**src/rtl/addsub_serial.sv**
```systemverilog
// Digit-serial signed add/subtract: DIGIT bits per clock through a ripple digit adder and a carry register.
// Optional clamp-on-overflow output is built only when ADDSUB_SATURATE_EN is defined.
//
//   state | meaning
//   IDLE  | in_ready=1, waiting for an operand pair
//   RUN   | one digit added per edge, cnt selects the digit
//   DONE  | out_valid=1, result held until out_ready
module addsub_serial #(
  parameter int WIDTH = 16,
  parameter int DIGIT = 4
) (
  input  logic             clk,
  input  logic             rst_n,
  input  logic             in_valid,
  output logic             in_ready,
  input  logic             op,
  input  logic             ci,
  input  logic [WIDTH-1:0] x,
  input  logic [WIDTH-1:0] y,
  output logic             out_valid,
  input  logic             out_ready,
  output logic [WIDTH-1:0] r,
  output logic             co,
  output logic             of
);

  localparam int N  = WIDTH / DIGIT;
  localparam int CW = (N > 1) ? $clog2(N) : 1;
  localparam logic [CW-1:0] CNT_LAST = CW'(N - 1);

  localparam logic [1:0] IDLE = 2'd0;
  localparam logic [1:0] RUN  = 2'd1;
  localparam logic [1:0] DONE = 2'd2;

  logic [1:0]       state;
  logic [CW-1:0]    cnt;
  logic [WIDTH-1:0] x_q;
  logic [WIDTH-1:0] y_q;
  logic             op_q;
  logic             carry;

  logic [DIGIT-1:0] xd;
  logic [DIGIT-1:0] yd;
  logic [DIGIT:0]   sum;
  logic             msb_cin;
  logic             ovf;
  logic [WIDTH-1:0] r_next;
  logic             last;

  // y_q already holds ~y for subtract, so the digit adder never needs to know op.
  always_comb begin
    xd      = x_q[cnt*DIGIT +: DIGIT];
    yd      = y_q[cnt*DIGIT +: DIGIT];
    sum     = {1'b0, xd} + {1'b0, yd} + {{DIGIT{1'b0}}, carry};
    // Carry into the digit's top bit recovered from its sum bit; with DIGIT=1 this is the carry register.
    msb_cin = xd[DIGIT-1] ^ yd[DIGIT-1] ^ sum[DIGIT-1];
    ovf     = msb_cin ^ sum[DIGIT];
    r_next  = r;
    r_next[cnt*DIGIT +: DIGIT] = sum[DIGIT-1:0];
    last    = (cnt == CNT_LAST);
  end

  assign in_ready  = (state == IDLE);
  assign out_valid = (state == DONE);

  always_ff @(posedge clk) begin
    if (!rst_n) begin
      state <= IDLE;
      cnt   <= '0;
      x_q   <= '0;
      y_q   <= '0;
      op_q  <= 1'b0;
      carry <= 1'b0;
      r     <= '0;
      co    <= 1'b0;
      of    <= 1'b0;
    end else begin
      case (state)
        IDLE: begin
          if (in_valid) begin
            x_q   <= x;
            y_q   <= op ? ~y : y;
            op_q  <= op;
            carry <= ci ^ op;
            cnt   <= '0;
            state <= RUN;
          end
        end
        RUN: begin
          carry <= sum[DIGIT];
          if (last) begin
            cnt   <= '0;
            co    <= sum[DIGIT] ^ op_q;
            of    <= ovf;
            state <= DONE;
`ifdef ADDSUB_SATURATE_EN
            // Both operands share a sign on overflow, so x's sign picks the clamp direction.
            if (ovf)
              r <= x_q[WIDTH-1] ? {1'b1, {(WIDTH-1){1'b0}}} : {1'b0, {(WIDTH-1){1'b1}}};
            else
              r <= r_next;
`else
            r <= r_next;
`endif
          end else begin
            r   <= r_next;
            cnt <= cnt + CW'(1);
          end
        end
        DONE: begin
          if (out_ready) state <= IDLE;
        end
        default: state <= IDLE;
      endcase
    end
  end

endmodule

```
**config.mk**
```make
export PLATFORM = sky130hd
export DESIGN_NAME = addsub_serial
export DESIGN_NICKNAME = d
export VERILOG_FILES = /design/src/rtl/addsub_serial.sv
export SDC_FILE = /design/constraint.sdc
export NUM_CORES = 1
export LEC_CHECK = 0
export BUFFER_PORTS_ARGS = -buffer_cell sky130_fd_sc_hd__buf_4
export CAP_MARGIN = 20
export CORE_ASPECT_RATIO = 1.25
export CORE_UTILIZATION = 36
export DETAILED_ROUTE_END_ITERATION = 10
export HOLD_SLACK_MARGIN = 0.1
export PLACE_DENSITY = 0.61
export SLEW_MARGIN = 20
export SYNTH_ARGS = -nofsm -noshare
export SYNTH_HDL_FRONTEND = slang
export SYNTH_SLANG_ARGS = --single-unit
```
**constraint.sdc**
```tcl
create_clock -name clk -period 5 [get_ports clk]
set_input_delay 0.25 -clock clk [delete_from_list [all_inputs] [get_ports clk]]
set_output_delay 0.25 -clock clk [all_outputs]
set_load 0.005 [all_outputs]
```
==> impl_metrics.py <==
metrics = {
    "run_status": {
        "outcome": "completed",
    },
    "global_route": {
        "antenna_found_initial": 0,
        "grt_pass1_wl_microns": 9590,
        "grtUsageTotal_pct": 15.5,
        "grt.overflow.total": 0,
        "grt_max_degree": 61,
        "grt_pass1_vias": 1971,
    },
    "sta": {
        "tightest_slew_ps": 866,
        "period_needed_ps": 3290,
        "rsz0062_at_grt": "no",
        "fmax_mhz": 304,
        "finalSetupViolCount": 0,
        "finalHoldViolations": 0,
        "finalMaxSlewViolations": 0,
        "fin_tns_setup_ps": 0,
        "whs_ps": 183,
        "finalCritPeriodShare_pct": 65.8,
        "skew_ps": 8.09,
        "slew_headroom_pct": 42.2,
    },
    "synth": {
        "synthXorXnorAreaFrac_pct": 6.33,
        "synth_top_area_cell": "dfxtp_1",
        "netlist_area_sq_mm": 0.00277,
        "syn_avg_cell_area_sq_um": 9.81,
        "synthSimpleGateAreaFrac_pct": 18.8,
        "synth_top_family_by_area": "simple AND/OR/NAND/NOR gates",
        "synth_adder_area_share_pct": 5.52,
        "muxShareOfSynthArea_pct": 6.51,
        "yosys-top-cells-area": "dfxtp_1 41%, nand2_1 8.7%, mux4_2 6.5%",
        "seq_area_frac_synth_pct": 40.5,
        "syn_inst": 282,
        "ys_types": 35,
        "syn_nets": 331,
        "synth_top_area_share_pct": 40.5,
        "synthArstFlopShare_pct": 0,
        "yosys_warnings": 0,
        "ys_seq_elements": 56,
        "ys.flop_type": "dfxtp_1",
        "synth_edf_count": 0,
        "synth_compound_area_share_pct": 18.0,
    },
    "clock_network": {
        "cts_setup_buffers": 0,
        "cts_tree": "yes",
        "cts-root-buf": "clkbuf_8",
        "htreeDepth": 2,
        "ctsHoldBuffers": 0,
        "cts_buffers": 5,
        "cts.repair.resized": 0,
        "cts.clk_slew.worst_paths_ps": 100,
        "clkSinkCount": 56,
        "clockBufferDepth": 2,
        "clk_latency_ps": 310,
    },
    "pwr": {
        "p_total_mw": 0.913,
        "peakVddDrop_mv": 0.122,
        "p_leak_nw": 1.41,
        "p_per_area_mw_per_mm2": 277,
    },
    "cells_and_area": {
        "nNetsFinal": 376,
        "drive_gt1_share_pct": 24.4,
        "layout.cells.non_filler": 420,
        "final_util_pct": 44.5,
        "diodes": 0,
        "syn2layout_area_growth_pct": 19.2,
    },
    "floorplanning": {
        "die_y_microns": 100,
        "die_x_microns": 80.4,
        "ios": 58,
        "rows": 35,
        "die_area_sq_mm": 0.00804,
        "start_util_pct": 37.4,
        "core_sq_mm": 0.00740,
    },
    "setup_path": {
        "path_class": "reg -> reg",
        "required_ps": 5210,
        "crit_buf_inv": 0,
        "cp-startpoint": "cnt[0]$_SDFFE_PN0P_",
        "max_stage_delay_ps": 900,
        "r2r_start": "cnt[0]$_SDFFE_PN0P_",
        "crit_chain": "mux4_2 -> fa_1 -> fa_1 -> a21o_1 -> a21oi_1 -> o221ai_1 -> and2_1",
        "cp_top_family": "flip-flops",
        "crit_fanout": 15,
        "cp-start-kind": "register",
        "crit_top_cell": "fa_1",
        "slowest_stage": "dfxtp_1",
        "end_kind": "register",
        "critPathArrivalTime_ps": 3500,
    },
    "worst_hold_path": {
        "hp-class": "in -> reg",
        "hp-start": "x[13]",
    },
    "run": {
        "drv_cap": 0,
    },
    "detailed_routing": {
        "drcViolationCount": 0,
        "route.final.wire_length_microns": 5640,
        "postRouteAntennaNets": 0,
        "wl_per_cell_microns": 13.4,
        "drtPass1Iterations": 4,
        "drtIter0Drc": 123,
        "via_per_inst": 4.92,
        "vias": 2068,
    },
    "place": {
        "port_buffers": 57,
        "place_congestion": 0.756,
        "dpl.hpwl_microns": 4100,
        "dp.cells": 412,
    },
}
area by class of cell:
type	instances	area (sq um)
Fill cell	757	4100
Multi-Input combinational cell	204	1530
Sequential cell	56	1120
Timing Repair Buffer	58	435
Tap cell	92	115
Clock buffer	5	68.8
Clock inverter	3	23.8
Inverter	2	7.51
cell usage after synthesis (3+ instances only):
cell type and n:
nand3_1 6, xnor2_1 17, o21ai_0 8, clkbuf_1 8, a22oi_1 12, nor2_1 3, nor2b_1 13, mux4_2 8
nor4_4 4, a21boi_0 19, dfxtp_1 56, xor2_1 3, ha_1 9, nand2b_1 3, o211a_1 16, nand2_1 64
and2_1 4, buf_4 4, buf_2 5
registers in the layout, indices dropped and copies added (netlist names):
| name | count |
|---|---|
| r | 16 |
| of | 1 |
| cnt | 2 |
| op_q | 1 |
| y_q | 16 |
| state | 2 |
| co | 1 |
| x_q | 16 |
| carry | 1 |
per-stage QoR:
stage,instance area (sq um),setup WS [ps]
floorplan,2770,2100
global placement,3200,1730
detailed placement,3200,1660
CTS,3300,1630
global route,3300,1460
finish,3300,1710
kinds of logic (layout without fill, tap and decap cells):
family / after synthesis / after routing
compound gates: 64 / 64
xor+xnor: 20 / 20
fa+ha+maj: 11 / 11
buf+inv: 22 / 68
flops: 56 / 56
mux: 8 / 8
simple gates: 101 / 101
power breakdown:
| group | switching [mW] | internal (mW) | total [mW] |
|---|---|---|---|
| Sequential | 0.0195 | 0.471 | 0.491 |
| Clock | 0.152 | 0.0995 | 0.252 |
| Combinational | 0.0865 | 0.0841 | 0.171 |
metal layers:
metal,track usage [%],part of all wire (%),up-vias
met4,5.36,1.5,0
li1,-,-,1065
met3,3.00,3.7,7
met1,19.7,46,953
met2,25.9,49,43
met5,0,0,-
final timing paths:
| path | depth (start not counted) | to | slack, ps |
|---|---|---|---|
| min reg2reg | 2 | r[11]$_SDFFE_PN0P_ | 460 |
| max | 7 | carry$_SDFFE_PN0P_ | 1710 |
| min | 3 | x_q[13]$_SDFFE_PN0P_ | 180 |
| max reg2reg | 7 | carry$_SDFFE_PN0P_ | 1710 |
worst min-delay path, cell delays in order:
cell and delay, ps:
buf_4 110, nand2_1 40, a21boi_0 60
cells in the final DEF, fill, tap and decap left out, drive strengths merged:
master,instances
o21ai,8
a21o,1
xor2,3
fa,2
nand3,6
nor2,3
and2,4
o211ai,1
and2b,1
o211a,16
o21a,1
nor3,2
clkinvlp,2
a21boi,20
nand2b,3
clkbuf,5
inv,2
a21oi,2
nand2,64
nor4,4
ha,9
dfxtp,56
buf,58
or3b,1
mux4,8
o21bai,1
xnor2,17
nor2b,13
a211oi,1
a22oi,12
clkinv,1
o221ai,1
Power figures use the tool's default switching activity.
